### config.mk
export PLATFORM = sky130hd
export DESIGN_NAME = mem_lsu
export DESIGN_NICKNAME = d
export VERILOG_FILES = /design/src/rtl/mem_lsu_pkg.sv /design/src/rtl/lsu_store_align.sv /design/src/rtl/mem_lsu.sv
export SDC_FILE = /design/constraint.sdc
export NUM_CORES = 1
export LEC_CHECK = 0
export BUFFER_PORTS_ARGS = -buffer_cell sky130_fd_sc_hd__buf_2
export CORE_MARGIN = 2
export CORE_UTILIZATION = 51
export DETAILED_ROUTE_END_ITERATION = 7
export GPL_TIMING_DRIVEN = 0
export HOLD_SLACK_MARGIN = 0.06
export PLACE_DENSITY = 0.91
export SETUP_SLACK_MARGIN = 0.2
export SYNTH_ARGS = -nofsm -noshare
export SYNTH_HDL_FRONTEND = slang
export SYNTH_SLANG_ARGS = --single-unit
### constraint.sdc
create_clock -name clk -period 4.8 [get_ports clk]
set_clock_uncertainty 0.15 [all_clocks]
set_input_delay 0.96 -clock clk [delete_from_list [all_inputs] [get_ports clk]]
set_output_delay 0.96 -clock clk [all_outputs]
set_load 0.01 [all_outputs]
### src/rtl/mem_lsu_pkg.sv
// Shared CPU definitions for the memory stage: LSU FSM states, load/store opcodes
// and the alignment rule used to reject accesses before they reach the bus.
package mem_lsu_pkg;

    typedef enum logic [1:0] {
        S_IDLE      = 2'd0,
        S_REQ       = 2'd1,
        S_WAIT_RESP = 2'd2
    } lsu_state_e;

    typedef enum logic [2:0] {
        LD_NONE = 3'b000,
        LD_LB   = 3'b001,
        LD_LH   = 3'b010,
        LD_LW   = 3'b011,
        LD_LBU  = 3'b100,
        LD_LHU  = 3'b101
    } load_op_e;

    typedef enum logic [1:0] {
        ST_NONE = 2'b00,
        ST_SB   = 2'b01,
        ST_SH   = 2'b10,
        ST_SW   = 2'b11
    } store_op_e;

    // Halfwords need an even address, words a 4-byte aligned one.
    function automatic logic is_misaligned(input logic [2:0] ld, input logic [1:0] st,
                                           input logic [1:0] addr_lo);
        logic bad;
        bad = 1'b0;
        case (st)
            ST_SH:   bad = addr_lo[0];
            ST_SW:   bad = (addr_lo != 2'b00);
            default: ;
        endcase
        case (ld)
            LD_LH, LD_LHU: bad = bad | addr_lo[0];
            LD_LW:         bad = bad | (addr_lo != 2'b00);
            default:       ;
        endcase
        return bad;
    endfunction

endpackage

### src/rtl/lsu_store_align.sv
// Byte-lane strobe and data replication for stores onto the 32-bit bus.
module lsu_store_align
    import mem_lsu_pkg::*;
(
    input  logic [1:0]  store_op,
    input  logic [1:0]  addr_lo,
    input  logic [31:0] data,
    output logic [3:0]  wstrb,
    output logic [31:0] wdata
);

    always_comb begin
        // NOTE: defaults first so every path assigns both outputs and no latch is inferred.
        wstrb = 4'b0000;
        wdata = data;
        case (store_op)
            ST_SB: begin
                wstrb = 4'b0001 << addr_lo;
                wdata = {4{data[7:0]}};
            end
            ST_SH: begin
                wstrb = 4'b0011 << addr_lo;
                wdata = {2{data[15:0]}};
            end
            ST_SW:   wstrb = 4'b1111;
            default: ;
        endcase
    end

endmodule

### src/rtl/mem_lsu.sv
// Memory-stage load/store unit: latches the EX op, runs one bus access at a time
// and stalls the pipeline until the final handshake (or a response timeout).
module mem_lsu
    import mem_lsu_pkg::*;
#(
    parameter int TIMEOUT_CYC = 255
) (
    input  logic        clk,
    input  logic        rst,
    input  logic        stall_in,
    input  logic        flush,
    input  logic        wb_en_EX,
    input  logic        fwb_en_EX,
    input  logic [2:0]  is_load_EX,
    input  logic [1:0]  is_store_EX,
    input  logic [5:0]  rd_addr_EX,
    input  logic [31:0] alu_out_EX,
    input  logic [31:0] rs2_data_EX,
    output logic        req_valid,
    output logic        req_write,
    output logic [31:0] req_addr,
    output logic [3:0]  req_wstrb,
    output logic [31:0] req_wdata,
    input  logic        req_ready,
    input  logic        resp_valid,
    output logic        wb_en_MEM,
    output logic        fwb_en_MEM,
    output logic [2:0]  is_load_MEM,
    output logic [5:0]  rd_addr_MEM,
    output logic [31:0] alu_out_MEM,
    output logic        DM_CEB,
    output logic [1:0]  DM_shift,
    output logic        mem_stall,
    output logic        misalign_err
);

    localparam int CW = $clog2(TIMEOUT_CYC + 1);

    lsu_state_e     state;
    logic [CW-1:0]  wait_cnt;
    logic [1:0]     is_store_MEM;
    logic [31:0]    rs2_data_MEM;

    logic advance;
    logic ex_is_load;
    logic ex_access;
    logic ex_misaligned;

    assign advance       = !mem_stall && !stall_in;
    assign ex_is_load    = is_load_EX inside {LD_LB, LD_LH, LD_LW, LD_LBU, LD_LHU};
    assign ex_access     = ex_is_load || (is_store_EX != ST_NONE);
    assign ex_misaligned = is_misaligned(is_load_EX, is_store_EX, alu_out_EX[1:0]);

    // The pipeline is held for the whole access, including its last handshake cycle.
    assign mem_stall = (state != S_IDLE);
    assign req_valid = (state == S_REQ);
    assign req_write = req_valid && (is_store_MEM != ST_NONE);
    assign req_addr  = {alu_out_MEM[31:2], 2'b00};
    assign DM_CEB    = !((state == S_WAIT_RESP) && resp_valid);
    assign DM_shift  = alu_out_MEM[1:0];

    lsu_store_align u_store_align (
        .store_op (is_store_MEM),
        .addr_lo  (alu_out_MEM[1:0]),
        .data     (rs2_data_MEM),
        .wstrb    (req_wstrb),
        .wdata    (req_wdata)
    );

    // NOTE: non-blocking assignments only, so every register samples pre-edge values.
    always_ff @(posedge clk or negedge rst) begin
        if (!rst) begin
            state        <= S_IDLE;
            wait_cnt     <= '0;
            wb_en_MEM    <= 1'b0;
            fwb_en_MEM   <= 1'b0;
            is_load_MEM  <= LD_NONE;
            is_store_MEM <= ST_NONE;
            rd_addr_MEM  <= '0;
            alu_out_MEM  <= '0;
            rs2_data_MEM <= '0;
            misalign_err <= 1'b0;
        end else begin
            misalign_err <= 1'b0;
            case (state)
                S_IDLE: begin
                    if (advance) begin
                        rd_addr_MEM  <= rd_addr_EX;
                        alu_out_MEM  <= alu_out_EX;
                        rs2_data_MEM <= rs2_data_EX;
                        if (flush) begin
                            wb_en_MEM    <= 1'b0;
                            fwb_en_MEM   <= 1'b0;
                            is_load_MEM  <= LD_NONE;
                            is_store_MEM <= ST_NONE;
                        end else begin
                            is_load_MEM  <= is_load_EX;
                            is_store_MEM <= is_store_EX;
                            if (ex_misaligned) begin
                                wb_en_MEM    <= 1'b0;
                                fwb_en_MEM   <= 1'b0;
                                misalign_err <= 1'b1;
                            end else begin
                                wb_en_MEM  <= wb_en_EX;
                                fwb_en_MEM <= fwb_en_EX;
                                if (ex_access) state <= S_REQ;
                            end
                        end
                    end
                end
                S_REQ: begin
                    if (req_ready) begin
                        wait_cnt <= '0;
                        // Stores are posted; only loads wait for data.
                        state    <= (is_store_MEM != ST_NONE) ? S_IDLE : S_WAIT_RESP;
                    end
                end
                S_WAIT_RESP: begin
                    if (resp_valid) begin
                        state <= S_IDLE;
                    end else if (wait_cnt == CW'(TIMEOUT_CYC - 1)) begin
                        state        <= S_IDLE;
                        misalign_err <= 1'b1;
                        wb_en_MEM    <= 1'b0;
                    end else begin
                        wait_cnt <= wait_cnt + 1'b1;
                    end
                end
                default: state <= S_IDLE;
            endcase
        end
    end

endmodule

==> flow_metrics.env, run 1 <==
export IMPL_status="finished clean"
export IMPL_cp_max_fo=10
export IMPL_fin_tns_setup_ps=0
export IMPL_ys_flop_type="dfrtp_1"
export IMPL_clockRootBuffer="clkbuf_8"
export IMPL_drt_wl_total_um=11700
export IMPL_ys_async_sr_fraction=1.00
export IMPL_crit_end="req_wdata[15]"
export IMPL_area_delta_synth_final_pct=31.2
export IMPL_critical_path_max_stage_delay_ps=380
export IMPL_io_pins=201
export IMPL_synth_enable_flop_cells=0
export IMPL_die_y_um=95.9
export IMPL_cts_tree="built"
export IMPL_synth_common_cells="nand2_1, dfrtp_1, buf_4"
export IMPL_clkLatencyLatePin_ps=340
export IMPL_worst_r2r_path_depth=6
export IMPL_worst_pin_slew_ps=662
export IMPL_hold_viol_final=0
export IMPL_via_count=4257
export IMPL_slew_headroom=0.559
export IMPL_design_area_um2=5660
export IMPL_grt_antenna_before_repair=0
export IMPL_grtUsageTotal=0.250
export IMPL_r2r_start="state[1]"
export IMPL_p_leak_nw=3.23
export IMPL_grt_ovfl_total=0
export IMPL_netlist_instances=512
export IMPL_start_util=0.524
export IMPL_cp_common_cell="clkbuf_1"
export IMPL_final_layout_size_suffix_gt1_frac=0.364
export IMPL_syn_mean_instance_area_um2=8.42
export IMPL_drv_slew=0
export IMPL_synth_top_area_frac=0.511
export IMPL_place_worst_setup_slack_ps=1760
export IMPL_dp_hpwl_um=9070
export IMPL_timing_rr_end="rs2_data_MEM[3]"
export IMPL_n_fill_cell=685
export IMPL_cts_resized=0
export IMPL_synth_fa_ha_area_frac=0.0174
export IMPL_cts_buffers_inserted=9
export IMPL_yosys_warnings=0
export IMPL_period_share=0.715
export IMPL_cap_violations=0
export IMPL_max_freq_mhz=291
export IMPL_start_kind="flop"
export IMPL_synth_area_leader_cell="dfrtp_1"
export IMPL_ctsHoldBuffers=0
export IMPL_fin_ws_ps=1370
export IMPL_cp_depth=7
export IMPL_drc=0
export IMPL_rsz0062_at_grt="no"
export IMPL_synthXorXnorAreaFrac=0.00203
export IMPL_synth_area_leaders="dfrtp_1, nand2_1, buf_4, o21ai_0, ha_1"
export IMPL_crit_buf_inv=4
export IMPL_row_count=33
export IMPL_grt_pass1_vias=3948
export IMPL_post_cts_buffers=0
export IMPL_final_antenna_net_count=0
export IMPL_clk_pin_slew_ps=80
export IMPL_fin_cells=833
export IMPL_ys_seq_area_frac=0.511
export IMPL_required_ps=3690
export IMPL_critical_path_slowest_cell="dfrtp_1"
export IMPL_whs_ps=329
export IMPL_synth_top_family_by_area="simple AND/OR/NAND/NOR gates"
export IMPL_diodes=0
export IMPL_yosysMostFrequentCell="nand2_1"
export IMPL_ys_types=40
export IMPL_portBuffers=198
export IMPL_dieArea_um2=9200
export IMPL_clockBufferDepth=2
export IMPL_regArea_um2=2200
export IMPL_worstSetupPathType="flop to output pin"
export IMPL_h_tree_depth=3
export IMPL_hp_class="flop to flop"
export IMPL_finalSetupViolCount=0
export IMPL_dp_cells=817
export IMPL_placed_area_um2=5470
export IMPL_wire_per_inst_um=14.0
export IMPL_syn_area_um2=4310
export IMPL_crit_family="buffers and inverters"
export IMPL_grt_max_degree=53
export IMPL_final_core_util=0.688
export IMPL_startpoint="is_store_MEM[0]"
export IMPL_path_cells="inv_1, ha_1, clkbuf_1, and2_1, clkbuf_1, a22o_1, buf_2"
export IMPL_synth_compound_area_frac=0.106
export IMPL_power_density_nw_per_um2=463
export IMPL_synth_simple_area_share=0.252
export IMPL_vias_per_cell=5.11
export IMPL_cp_arrival_ps=2320
export IMPL_period_needed_ps=3430
export IMPL_ys_ff_latch=88
export IMPL_vdd_ir_drop_max_v=0.000287
export IMPL_drt_initial_drc_count=172
export IMPL_gp_congestion=0.940
export IMPL_fin_nets=812
export IMPL_synth_mux_area_frac=0
export IMPL_grt_pass1_wl_um=18000
export IMPL_drt_first_pass_iters=5
export IMPL_die_w_um=95.9
export IMPL_crit_path_end_kind="output pin"
export IMPL_cts_sinks=88
export IMPL_post_layout_total_power_mw=2.62
export IMPL_reg2reg_setup_slack_ps=2550
export IMPL_multi_input_area_um2=1630
export IMPL_coreArea_um2=8220
[worst min-delay path: stages (launching register included)]
cell     delay [ps]
dfrtp_1         350
nand2_1          50
nand2_1          50
[worst min-delay path by stage]
stage	start	to	slack, ps	cells past startpoint
detailed placement	rs2_data_MEM[26]	rs2_data_MEM[26]	310	2
floorplan	rs2_data_MEM[24]	rs2_data_MEM[24]	300	2
CTS	rs2_data_MEM[26]	rs2_data_MEM[26]	330	2
finish	rs2_data_MEM[26]	rs2_data_MEM[26]	330	2
global placement	rd_addr_MEM[2]	rd_addr_MEM[2]	310	2
global route	fwb_en_MEM	fwb_en_MEM	360	1
[per-layer routing]
metal | vias up | routed length, um | global-route usage
li1 | 2037 | - | -
met1 | 1991 | 4770 | 0.326
met2 | 204 | 5860 | 0.423
met3 | 25 | 772 | 0.0407
met4 | 0 | 263 | 0.0917
met5 | - | 0 | 0
[cell type report]
cell class                      count  share of cell area
Tap cell                          105              0.0232
Clock buffer                       11              0.0268
Buffer                             68              0.0743
Timing Repair Buffer              199               0.181
Sequential cell                    88               0.389
Clock inverter                      5             0.00686
Inverter                           15             0.00996
Multi-Input combinational cell    342               0.289
[cells by family after synthesis]
logic type               Yosys count
adder cells (fa/ha/maj)            6
XOR/XNOR                           1
other                              1
AO/OA/AOI/OAI                     71
flip-flops                        88
AND/OR/NAND/NOR                  262
buffers and inverters             83
[registers in the layout, indices dropped and copies added (netlist names)]
register and cells:
rs2_data_MEM 32, misalign_err 1, wait_cnt 8, alu_out_MEM 32
fwb_en_MEM 1, wb_en_MEM 1, rd_addr_MEM 6, state 2
is_store_MEM 2, is_load_MEM 3
[cells in the final DEF, fill, tap and decap left out, types with 9 or more instances in the layout]
cell type / Yosys / routed
a21oi_1: 12 / 12
o21ai_0: 19 / 19
nor2_1: 18 / 18
clkbuf_1: 17 / 17
o22ai_1: 9 / 9
clkbuf_8: 0 / 11
buf_4: 42 / 43
nand2_1: 207 / 207
dfrtp_1: 88 / 88
inv_1: 15 / 15
buf_2: 6 / 203
[power breakdown]
group	internal [mW]	switching [mW]
Clock	0.219	0.261
Sequential	0.910	0.145
Combinational	0.478	0.605
Total	1.61	1.01
No activity file was read; power rests on OpenSTA's default activity.
==> inputs of run 2 (changes only) <==
--- a/config.mk
+++ b/config.mk
@@ -7,11 +7,11 @@
 export LEC_CHECK = 0
 export BUFFER_PORTS_ARGS = -buffer_cell sky130_fd_sc_hd__buf_2
 export CORE_MARGIN = 2
-export CORE_UTILIZATION = 51
+export CORE_UTILIZATION = 47
 export DETAILED_ROUTE_END_ITERATION = 7
 export GPL_TIMING_DRIVEN = 0
 export HOLD_SLACK_MARGIN = 0.06
-export PLACE_DENSITY = 0.91
+export PLACE_DENSITY = 0.86
 export SETUP_SLACK_MARGIN = 0.2
 export SYNTH_ARGS = -nofsm -noshare
 export SYNTH_HDL_FRONTEND = slang
==> constraint.sdc (replaced) <==
create_clock -name clk -period 3.4 [get_ports clk]
set_clock_uncertainty 0.15 [all_clocks]
set_input_delay 0.68 -clock clk [delete_from_list [all_inputs] [get_ports clk]]
set_output_delay 0.68 -clock clk [all_outputs]
set_load 0.01 [all_outputs]
==> flow_metrics.env, run 2 (synthesis results as in run 1) <==
export IMPL_portBuffers=198
export IMPL_drt_wl_total_um=12200
export IMPL_via_count=4247
export IMPL_die_w_um=99.8
export IMPL_finalSetupViolCount=0
export IMPL_start_kind="flop"
export IMPL_clockBufferDepth=2
export IMPL_grt_ovfl_total=0
export IMPL_rsz0062_at_grt="no"
export IMPL_post_cts_buffers=0
export IMPL_power_density_nw_per_um2=674
export IMPL_period_needed_ps=3000
export IMPL_coreArea_um2=8810
export IMPL_gp_congestion=0.890
export IMPL_hp_class="input port to async pin"
export IMPL_row_count=34
export IMPL_final_antenna_net_count=0
export IMPL_placed_area_um2=5470
export IMPL_design_area_um2=5710
export IMPL_drc=0
export IMPL_critical_path_slowest_cell="dfrtp_1"
export IMPL_grt_max_degree=51
export IMPL_h_tree_depth=3
export IMPL_final_core_util=0.649
export IMPL_most_common_layout_cells="nand2_1, buf_2, dfrtp_1, buf_4, o21ai_0"
export IMPL_cts_buffers_inserted=9
export IMPL_clkLatencyLatePin_ps=350
export IMPL_hold_viol_final=0
export IMPL_post_layout_total_power_mw=3.85
export IMPL_ctsHoldBuffers=0
export IMPL_fin_tns_setup_ps=0
export IMPL_final_layout_size_suffix_gt1_frac=0.367
export IMPL_reg2reg_setup_slack_ps=1140
export IMPL_cts_resized=0
export IMPL_worstSetupPathType="flop to output pin"
export IMPL_crit_path_end_kind="output pin"
export IMPL_p_leak_nw=3.26
export IMPL_vdd_ir_drop_max_v=0.000329
export IMPL_reg_largest_list="alu_out_MEM: 32 flops, rs2_data_MEM: 32 flops, wait_cnt: 8 flops"
export IMPL_wire_per_inst_um=14.5
export IMPL_vias_per_cell=5.06
export IMPL_clockRootBuffer="clkbuf_8"
export IMPL_mostFrequentLayoutCell="nand2_1"
export IMPL_drt_first_pass_iters=4
export IMPL_n_fill_cell=760
export IMPL_area_delta_synth_final_pct=32.5
export IMPL_drv_slew=0
export IMPL_dieArea_um2=9950
export IMPL_grt_pass1_wl_um=19700
export IMPL_critical_path_max_stage_delay_ps=390
export IMPL_grt_antenna_before_repair=3
export IMPL_cts_sinks=88
export IMPL_cp_max_fo=10
export IMPL_fin_nets=812
export IMPL_clk_pin_slew_ps=90
export IMPL_grt_pass1_vias=4171
export IMPL_period_share=0.882
export IMPL_die_y_um=99.8
export IMPL_cap_violations=0
export IMPL_worst_pin_slew_ps=600
export IMPL_cp_arrival_ps=2170
export IMPL_start_util=0.489
export IMPL_max_freq_mhz=333
export IMPL_whs_ps=135
export IMPL_grtUsageTotal=0.247
export IMPL_path_cells="inv_1, ha_1, clkbuf_2, and2_1, clkbuf_1, a22o_1, buf_2"
export IMPL_status="finished clean"
export IMPL_slew_headroom=0.600
export IMPL_io_pins=201
export IMPL_required_ps=2570
export IMPL_dp_hpwl_um=9230
export IMPL_drt_initial_drc_count=202
export IMPL_cts_tree="built"
==> run 2: cell types whose count changed in the layout (fill, tap and decap cells not counted) <==
| cell | before | now |
|---|---|---|
| clkbuf_2 | 0 | 3 |
| diode_2 | 0 | 3 |
| bufinv_16 | 0 | 2 |
| buf_1 | 3 | 2 |
| clkbuf_1 | 17 | 16 |
| clkinv_2 | 1 | 0 |
| clkinv_4 | 2 | 1 |
| inv_6 | 1 | 0 |
==> run 2: where the power goes <==
part / internal [mW] / leakage (nW) / switching (mW)
clock network: 0.456 / 0.113 / 0.361
registers: 1.29 / 1.10 / 0.209
logic: 0.679 / 2.04 / 0.857
==> run 2: stage by stage <==
step,worst slack (ps),std cells
4_1_cts,217,836
5_1_grt,250,839
2_1_floorplan,1030,513
6_report,401,839
3_5_place_dp,620,820
3_3_place_gp,710,819
==> run 2: critical path: cells and delay by family, from the launching register on <==
kind	cells	cell delay (ps)
compound gates	1	230
fa+ha+maj	1	300
buf+inv	4	760
flops	1	390
simple gates	1	150
==> run 2: layer usage <==
layer  vias up  global-route usage  routed length, um
met5         -                   0                  0
met4         0              0.0927                184
met3        14              0.0415                892
met2       198               0.409               6110
met1      1994               0.327               5000
li1       2041                   -                  -
==> run 2: final timing paths <==
path,from,end,depth (start not counted)
min in group clk,rs2_data_MEM[28],rs2_data_MEM[28],2
min reg2reg,rs2_data_MEM[28],rs2_data_MEM[28],2
max reg2reg,state[1],alu_out_MEM[14],6
max,is_store_MEM[0],req_wdata[8],7
min,rst,state[0],1
max in group asynchronous,rst,rs2_data_MEM[28],2
==> run 2: area by class of cell <==
cell class,instances,area (um^2),share of cell area
Clock buffer,12,155,0.0272
Clock inverter,4,76.3,0.0134
Sequential cell,88,2200,0.386
Inverter,15,56.3,0.00986
Antenna cell,3,7.51,0.00131
Timing Repair Buffer,199,1020,0.179
Buffer,68,424,0.0743
Tap cell,108,135,0.0237
Multi-Input combinational cell,342,1630,0.286
